==> src/rtl/seg_count_ctrl_if.sv <==
// Command/status bundle between a board-level sequencer and seg_count_ctrl.
// The dir member exists only when SEG_COUNT_CTRL_DOWN_EN is defined.
interface seg_count_ctrl_if;
  logic       start;
  logic       stop;
  logic       step;
  logic       clear;
  logic       load;
  logic [3:0] load_val;
`ifdef SEG_COUNT_CTRL_DOWN_EN
  logic       dir;
`endif
  logic [3:0] digit;
  logic [6:0] seg;
  logic       carry;
  logic       running;

  modport master (
    output start, stop, step, clear, load, load_val,
`ifdef SEG_COUNT_CTRL_DOWN_EN
    output dir,
`endif
    input  digit, seg, carry, running
  );

  modport slave (
    input  start, stop, step, clear, load, load_val,
`ifdef SEG_COUNT_CTRL_DOWN_EN
    input  dir,
`endif
    output digit, seg, carry, running
  );
endinterface

==> src/rtl/seg_count_ctrl.sv <==
// Decade counter sequencer with programmable tick prescaler and registered active-low 7-seg output.
// Optional down-counting (dir input) is enabled by defining SEG_COUNT_CTRL_DOWN_EN.
module seg_count_ctrl #(
  parameter int unsigned TICK_DIV  = 20000000,
  parameter int unsigned MAX_DIGIT = 9
) (
  input  logic             clk,
  input  logic             rst,
  seg_count_ctrl_if.slave  bus
);

  typedef enum logic [1:0] {
    ST_IDLE,
    ST_RUN,
    ST_PAUSE
  } state_e;

  localparam logic [26:0] TICK_LAST = 27'(TICK_DIV - 1);
  localparam logic [3:0]  MAX_D     = 4'(MAX_DIGIT);

  state_e      state_q, state_d;
  logic [26:0] presc_q, presc_d;
  logic [3:0]  digit_q, digit_d;
  logic        carry_q, carry_d;
  logic [6:0]  seg_q, seg_d;
  logic        tick;
  logic        count_down;

`ifdef SEG_COUNT_CTRL_DOWN_EN
  assign count_down = bus.dir;
`else
  assign count_down = 1'b0;
`endif

  // stop takes precedence over start in every state
  always_comb begin
    state_d = state_q;
    case (state_q)
      ST_IDLE:  if (bus.start && !bus.stop) state_d = ST_RUN;
      ST_RUN:   if (bus.stop) state_d = ST_PAUSE;
      ST_PAUSE: begin
        if (bus.stop)       state_d = ST_IDLE;
        else if (bus.start) state_d = ST_RUN;
      end
      default:  state_d = ST_IDLE;
    endcase
  end

  // Prescaler advances on the current RUN state, so the stop cycle still counts;
  // it holds through PAUSE and is zero whenever the block sits in IDLE.
  always_comb begin
    tick    = 1'b0;
    presc_d = presc_q;
    if (state_q == ST_RUN) begin
      if (presc_q == TICK_LAST) begin
        presc_d = '0;
        tick    = 1'b1;
      end else begin
        presc_d = presc_q + 27'd1;
      end
    end else if (state_q == ST_IDLE || bus.stop) begin
      presc_d = '0;
    end
    if (bus.clear) presc_d = '0;
  end

  always_comb begin
    digit_d = digit_q;
    carry_d = 1'b0;
    if (bus.clear) begin
      digit_d = '0;
    end else if (bus.load) begin
      digit_d = (bus.load_val > MAX_D) ? MAX_D : bus.load_val;
    end else if (bus.step || tick) begin
      if (count_down) begin
        if (digit_q == 4'd0) begin
          digit_d = MAX_D;
          carry_d = 1'b1;
        end else begin
          digit_d = digit_q - 4'd1;
        end
      end else begin
        if (digit_q >= MAX_D) begin
          digit_d = '0;
          carry_d = 1'b1;
        end else begin
          digit_d = digit_q + 4'd1;
        end
      end
    end
  end

  always_comb begin
    seg_d = 7'b1111111;
    case (digit_q)
      4'd0: seg_d = 7'b0000001;
      4'd1: seg_d = 7'b1001111;
      4'd2: seg_d = 7'b0010010;
      4'd3: seg_d = 7'b0000110;
      4'd4: seg_d = 7'b1001100;
      4'd5: seg_d = 7'b0100100;
      4'd6: seg_d = 7'b0100000;
      4'd7: seg_d = 7'b0001111;
      4'd8: seg_d = 7'b0000000;
      4'd9: seg_d = 7'b0000100;
      default: seg_d = 7'b1111111;
    endcase
  end

  always_ff @(posedge clk) begin
    if (rst) begin
      state_q <= ST_IDLE;
      presc_q <= '0;
      digit_q <= '0;
      carry_q <= 1'b0;
      seg_q   <= 7'b0000001;
    end else begin
      state_q <= state_d;
      presc_q <= presc_d;
      digit_q <= digit_d;
      carry_q <= carry_d;
      seg_q   <= seg_d;
    end
  end

  assign bus.digit   = digit_q;
  assign bus.seg     = seg_q;
  assign bus.carry   = carry_q;
  assign bus.running = (state_q == ST_RUN);

endmodule

==> src/flat_wrapper.sv <==
// flat-port wrapper written by rule: the top's interface ports become plain ports
module seg_count_ctrl_flat 
#(
  parameter int unsigned TICK_DIV  = 20000000,
  parameter int unsigned MAX_DIGIT = 9
)
  (clk, rst, bus_start, bus_stop, bus_step, bus_clear, bus_load, bus_load_val, bus_digit, bus_seg, bus_carry, bus_running);
  seg_count_ctrl_if bus_i ();
  input  logic clk;
  input  logic rst;
  input wire logic [$bits(bus_i.start)-1:0] bus_start;
  input wire logic [$bits(bus_i.stop)-1:0] bus_stop;
  input wire logic [$bits(bus_i.step)-1:0] bus_step;
  input wire logic [$bits(bus_i.clear)-1:0] bus_clear;
  input wire logic [$bits(bus_i.load)-1:0] bus_load;
  input wire logic [$bits(bus_i.load_val)-1:0] bus_load_val;
  output wire logic [$bits(bus_i.digit)-1:0] bus_digit;
  output wire logic [$bits(bus_i.seg)-1:0] bus_seg;
  output wire logic [$bits(bus_i.carry)-1:0] bus_carry;
  output wire logic [$bits(bus_i.running)-1:0] bus_running;
  assign bus_i.start = bus_start;
  assign bus_i.stop = bus_stop;
  assign bus_i.step = bus_step;
  assign bus_i.clear = bus_clear;
  assign bus_i.load = bus_load;
  assign bus_i.load_val = bus_load_val;
  assign bus_digit = bus_i.digit;
  assign bus_seg = bus_i.seg;
  assign bus_carry = bus_i.carry;
  assign bus_running = bus_i.running;
  seg_count_ctrl #(.TICK_DIV(TICK_DIV), .MAX_DIGIT(MAX_DIGIT)) u_core (.clk(clk), .rst(rst), .bus(bus_i));
endmodule
==> config.mk <==
export PLATFORM = sky130hd
export DESIGN_NAME = seg_count_ctrl_flat
export DESIGN_NICKNAME = d
export VERILOG_FILES = /design/src/rtl/seg_count_ctrl_if.sv /design/src/rtl/seg_count_ctrl.sv /design/src/flat_wrapper.sv
export SDC_FILE = /design/constraint.sdc
export NUM_CORES = 1
export LEC_CHECK = 0
export CAP_MARGIN = 5
export CORE_MARGIN = 2
export CORE_UTILIZATION = 56
export CTS_CLUSTER_DIAMETER = 150
export DETAILED_ROUTE_END_ITERATION = 10
export PLACE_DENSITY_LB_ADDON = 0.2
export SYNTH_ARGS = -nofsm -noshare
export SYNTH_HDL_FRONTEND = slang
export SYNTH_SLANG_ARGS = --single-unit
==> constraint.sdc <==
create_clock -name clk -period 2.4 [get_ports clk]
set_clock_uncertainty 0.2 [all_clocks]
set_input_delay 0.36 -clock clk [delete_from_list [all_inputs] [get_ports clk]]
set_output_delay 0.36 -clock clk [all_outputs]
set_load 0.02 [all_outputs]
==> results of run 1 <==
==> stage by stage <==
stage | power [mW] | cells | hold WS (ps) | instance area, um^2
final | 1.36 | 346 | 280 | 2660
after global routing | 1.41 | 346 | 309 | 2660
after CTS | 1.36 | 345 | 281 | 2640
after detailed placement | 0.845 | 338 | 270 | 2540
after global placement | 0.843 | 338 | 249 | 2540
after floorplan | 0.784 | 259 | 233 | 2140
==> critical path: stages, from the launching register on <==
cell	delay, ps
dfxtp_1	350
or4bb_1	570
nor4_4	220
buf_4	180
a31oi_4	130
or3_1	410
a31oi_1	160
==> cell type report <==
| type | instances | area [um^2] | area share [%] |
|---|---|---|---|
| Inverter | 13 | 48.8 | 1.83 |
| Timing Repair Buffer | 41 | 378 | 14.2 |
| Clock buffer | 5 | 68.8 | 2.58 |
| Multi-Input combinational cell | 196 | 1250 | 47.0 |
| Tap cell | 48 | 60.1 | 2.25 |
| Sequential cell | 41 | 821 | 30.8 |
| Clock inverter | 2 | 35.0 | 1.32 |
==> worst max path at each step <==
stage / startpoint / to / slack, ps / depth (start not counted)
2_1_floorplan: u_core.presc_q[8]$_SDFFE_PP0P_ / u_core.presc_q[20]$_SDFFE_PP0P_ / 220 / 6
3_3_place_gp: u_core.presc_q[0]$_SDFFE_PP0P_ / u_core.presc_q[24]$_SDFFE_PP0P_ / 90 / 6
3_5_place_dp: u_core.presc_q[0]$_SDFFE_PP0P_ / u_core.presc_q[24]$_SDFFE_PP0P_ / 50 / 6
4_1_cts: u_core.presc_q[0]$_SDFFE_PP0P_ / u_core.presc_q[24]$_SDFFE_PP0P_ / 40 / 6
5_1_grt: u_core.presc_q[0]$_SDFFE_PP0P_ / u_core.presc_q[24]$_SDFFE_PP0P_ / 8 / 6
6_report: u_core.presc_q[9]$_SDFFE_PP0P_ / u_core.bus.digit[3]$_SDFFE_PP0P_ / 120 / 6
==> state kept, by name, indices dropped and copies added, names as in the netlist <==
| register | count |
|---|---|
| u_core.presc_q | 27 |
| u_core.bus.seg | 7 |
| u_core.bus.digit | 4 |
| u_core.state_q | 2 |
| u_core.bus.carry | 1 |
==> power by group through the flow <==
stage          combinational, mW  clock, mW  sequential [mW]
3_3_place_gp               0.126          0            0.717
4_1_cts                    0.128      0.533            0.701
6_report                   0.129      0.527            0.701
5_1_grt                    0.140      0.566            0.703
2_1_floorplan             0.0570          0            0.727
3_5_place_dp               0.128          0            0.717
==> metal layers <==
metal	share of wire (%)	vias up	GRT usage (%)
met1	47	985	33.1
met2	48	63	40.4
met3	4.1	6	4.94
met4	1.1	0	7.55
met5	0	-	0
li1	-	1046	-
==> layout by cell type, fill, tap and decap left out, types with 11 or more instances in the layout <==
master,instances
inv_1,13
nand2_1,22
buf_4,17
clkdlybuf4s50_1,23
dfxtp_1,41
nor2_1,20
o21ai_0,12
nand4_1,11
a21oi_1,19
a31oi_1,15
==> kinds of logic after synthesis <==
kind of cell	after synthesis	synth area share [%]
fa+ha+maj	5	2.92
xor+xnor	8	3.27
mux	3	1.40
buf+inv	22	3.91
simple gates	104	26.8
flops	41	38.3
compound gates	76	23.5
==> repair_timing <==
action	in CTS	in global routing
buffers inserted	0	1
gates resized for setup	0	3
endpoints found under the setup margin	0	11
==> metrics.txt, run 1 <==
clk buf depth=2; initial antenna violation count=0; Worst VDD drop=0.359 mV; CP Launch Type=flip-flop; largest net degree at the start of global routing=23; Final ANT Viol Nets=0; Fin Setup TNS=0 ps; Residual DRC=0; Seq pwr share=51.7%; fillers=296; R2R setup slack=120 ps; final WL=5080 um; cts bufs inserted=5; worst-skew pair later-pin latency=280 ps; Crit Path Category=reg -> reg; maximum clock rate=0.438 GHz; number of synthesized register bits=41; unrepaired setup endpoints after global routing=no; CP Capture Type=flip-flop; Slew @ Worst Pin=747 ps; P_int=1.06 mW; combinational power share=9.5%; Layout Utilization=72.8%; CTS HTree Levels=2; FFs w/ async S/R, synth=0%; vias per cell=6.07; Max Slew Vio Count=0; post-synthesis net count=275; Pleak=0.917 nW; Post-Syn Instances=259; fraction of layout cells with a size suffix above 1=12.4%; Worst R2R End=u_core.bus.digit[3]$_SDFFE_PP0P_; first-pass GRT wire length=8420 um; DR WL/cell=14.7 um; CTS clk-pin slew, worst paths=80 ps; Worst Path Required=2420 ps; Core ar.=3660 um^2; Net Switching=0.301 mW; Ports=24; Hold Crit Class=reg -> reg; max cap viols=0; Arr. time, crit path=2300 ps; antenna cells=0; IO buf count=23; full die area=4340 um^2; dpl ws=51.4 ps; prevailing post-synth register cell=dfxtp_1; CP Max Fanout=9; Syn. warnings=0; die span in y=65.9 um; Area contributors post-synth=dfxtp_1 38%, a21oi_1 4.7%, a31oi_1 4.4%, nand2_1 3.9%, nor2_1 3.7%; gr ovfl total=0; Synth top area share=38.3%; Hold Startpoint=u_core.presc_q[26]$_SDFFE_PP0P_; Iter 0 DRT Violations=110; die width=65.9 um; final hold violation count=0; post-synth cell types=48; register area share after synthesis=38.3%; switching share of power=22.2%; Reg2Reg Depth=6; mean post-synth cell area=8.28 um^2; DRT Pass-1 Iters=5; hold buffers post-CTS=0; Syn-to-layout area delta=24.2%; Rows=22; Hold Path Cell Cnt=1; Initial Util=58.6%; cell area power density=510 nW/um^2; largest area contributor in the netlist=dfxtp_1; Detailed Place HPWL=3750 um; CTS tree=built; clock tree root buffer cell=clkbuf_8; most numerous cell in the Yosys netlist=dfxtp_1; status=completed; Final min period=2280 ps; clock share of power=38.8%; Synth top cells by count=41 x dfxtp_1, 22 x nand2_1, 21 x nor2_1; RD Place Congestion=0.893; via count=2100; Hold Path Sink=u_core.presc_q[26]$_SDFFE_PP0P_; number of synthesized flops with an enable pin=0; GRT Util Overall=24.8%; Final WS setup=116 ps; fraction of the cycle the final worst path needs=95.2%; Slew headroom=50.0%; vias in the first global route=1819; mapped cell area=2140 um^2; CTS Sinks=41; nets=314; start of the worst register-to-register path=u_core.presc_q[9]$_SDFFE_PP0P_; # setup viols final=0
No activity file was read; power rests on OpenSTA's default activity.
==> run 2: changes to the inputs <==
--- a/config.mk
+++ b/config.mk
@@ -6,6 +6,7 @@
 export NUM_CORES = 1
 export LEC_CHECK = 0
 export CAP_MARGIN = 5
+export CORE_ASPECT_RATIO = 0.75
 export CORE_MARGIN = 2
 export CORE_UTILIZATION = 56
 export CTS_CLUSTER_DIAMETER = 150
==> run 2 against run 1 <==
  * Sequential share of layout area fell by 0.87 points
  * Maximum frequency down 1.6%
  * Total power grew 11%
  * Die area rose by 0.11%
  * Clock-buffer cell count stayed put
  * Non-clock buffer count grew 4
  * Worst setup slack got worse by 38 ps
  * Wire length is 7.0% higher
  * Core utilization up 2.5 points
  * Cell area grew 3.4%
  * Cell count rose by 2.6%
  * Global-route usage grew 1.8 points
  * Largest power group unchanged
==> metrics.txt, run 2 (synthesized netlist as in run 1, its figures left out) <==
final WL=5440 um; antenna cells=0; Post-Layout Cell Count=355; maximum clock rate=0.431 GHz; first-pass GRT wire length=8730 um; fillers=301; combinational power share=9.0%; clk buf depth=2; R2R setup slack=80 ps; Syn-to-layout area delta=28.4%; Top Family by Delay on Critical Path=simple AND/OR/NAND/NOR gates; cts bufs inserted=5; most common cell after layout, fill and taps aside=dfxtp_1; full die area=4350 um^2; Largest Register=u_core.presc_q; max cap viols=0; vias in the first global route=1799; highest-count cells in the layout ignoring fill and taps=40 x dfxtp_1, 23 x clkdlybuf4s50_1, 22 x nand2_1; Pleak=0.956 nW; WP buf/inv=1; CTS HTree Levels=2; Reg2Reg Depth=6; worst path cell trace=or4bb_4 > nor4_4 > a31oi_4 > buf_4 > a211oi_1 > a311oi_1; Max Slew Vio Count=0; # setup viols final=0; CP max stage delay=540 ps; Hold Crit Class=reg -> reg; final hold violation count=0; Hold Startpoint=u_core.presc_q[26]$_SDFFE_PP0P_; nets=318; Fin Setup TNS=0 ps; Worst VDD drop=0.532 mV; clock share of power=44.8%; GRT Util Overall=26.6%; P_int=1.17 mW; die width=75.5 um; Rows=19; Final ANT Viol Nets=0; CTS Sinks=41; CTS tree=built; via count=2146; clock tree root buffer cell=clkbuf_8; hold slack=289 ps; Arr. time, crit path=2310 ps; fraction of layout cells with a size suffix above 1=14.9%; Final min period=2320 ps; RD Place Congestion=0.965; unrepaired setup endpoints after global routing=yes; Iter 0 DRT Violations=144; cell area power density=549 nW/um^2; Largest register FFs=27; Worst Path Required=2380 ps; switching share of power=22.4%; Initial Util=58.6%; Residual DRC=0; Slew @ Worst Pin=412 ps; initial antenna violation count=0; vias per cell=6.05; Slew headroom=72.3%; Net Switching=0.338 mW; largest net degree at the start of global routing=25; Slowest cell on crit path=or4bb_4; die span in y=57.6 um; Hold Path Cell Cnt=1; IO buf count=23; status=completed; worst-skew pair later-pin latency=310 ps; CP Capture Type=flip-flop; Detailed Place HPWL=3950 um; start of the worst register-to-register path=u_core.presc_q[20]$_SDFFE_PP0P_; Worst R2R End=u_core.bus.digit[1]$_SDFFE_PP0P_; Seq pwr share=46.2%; Power, Total=1.51 mW; Placed Cells incl. Taps=343; gr ovfl total=0; Ports=24; DR WL/cell=15.3 um; Layout Utilization=75.2%; Core ar.=3660 um^2; fraction of the cycle the final worst path needs=96.7%; CP Max Fanout=6; CTS clk-pin slew, worst paths=80 ps; hold buffers post-CTS=0; Crit Path Category=reg -> reg; CP Launch Type=flip-flop; DRT Pass-1 Iters=5; Hold Path Sink=u_core.presc_q[26]$_SDFFE_PP0P_
run 2: what timing repair did:
item / in CTS / in global routing
setup buffers: 0 / 4
resized for setup: 0 / 8
setup endpoints to repair: 0 / 12
run 2: cell type report:
class                           instances  area [um^2]  area share (%)
Tap cell                               52         65.1            2.36
Inverter                               13         48.8            1.77
Multi-Input combinational cell        196         1270            46.1
Timing Repair Buffer                   45          408            14.8
Sequential cell                        41          825            29.9
Clock inverter                          3         68.8            2.50
Clock buffer                            5         68.8            2.50
run 2: how the worst max path moves through the flow:
| stage | startpoint | endpoint | slack (ps) | depth (start not counted) |
|---|---|---|---|---|
| 6_report | u_core.presc_q[20]$_SDFFE_PP0P_ | u_core.bus.digit[1]$_SDFFE_PP0P_ | 80 | 6 |
| 5_1_grt | u_core.presc_q[9]$_SDFFE_PP0P_ | u_core.bus.digit[0]$_SDFFE_PP0P_ | -40 | 5 |
| 4_1_cts | u_core.presc_q[0]$_SDFFE_PP0P_ | u_core.presc_q[24]$_SDFFE_PP0P_ | 50 | 6 |
| 3_5_place_dp | u_core.presc_q[20]$_SDFFE_PP0P_ | u_core.bus.digit[3]$_SDFFE_PP0P_ | 100 | 5 |
| 3_3_place_gp | u_core.presc_q[20]$_SDFFE_PP0P_ | u_core.bus.digit[3]$_SDFFE_PP0P_ | 150 | 5 |
| 2_1_floorplan | u_core.presc_q[8]$_SDFFE_PP0P_ | u_core.presc_q[20]$_SDFFE_PP0P_ | 220 | 6 |
run 2: metal layers:
metal  part of all wire, %  track usage (%)
met5                     0                0
met4                   1.1             6.02
met3                    10             9.19
met2                    40             34.0
met1                    49             42.2
run 2: worst register-to-register path, cell delays in order (launching register included):
cell and delay, ps:
dfxtp_4 380, or4bb_4 540, nor4_4 400, a31oi_4 180, buf_4 180, a211oi_1 230, a311oi_1 80
run 2: power by group through the flow:
stage                     Clock, mW  Sequential (mW)  Combinational [mW]
after floorplan                   0            0.727              0.0570
after detailed placement          0            0.716               0.130
after CTS                     0.683            0.700               0.131
final                         0.678            0.699               0.136
after global placement            0            0.716               0.129
after global routing          0.709            0.701               0.147
run 2: stage by stage:
stage          worst slack, ps  cell area (um^2)
2_1_floorplan              216              2140
3_3_place_gp               152              2550
3_5_place_dp              98.3              2550
4_1_cts                   46.7              2690
5_1_grt                  -35.5              2750
6_report                  78.7              2750
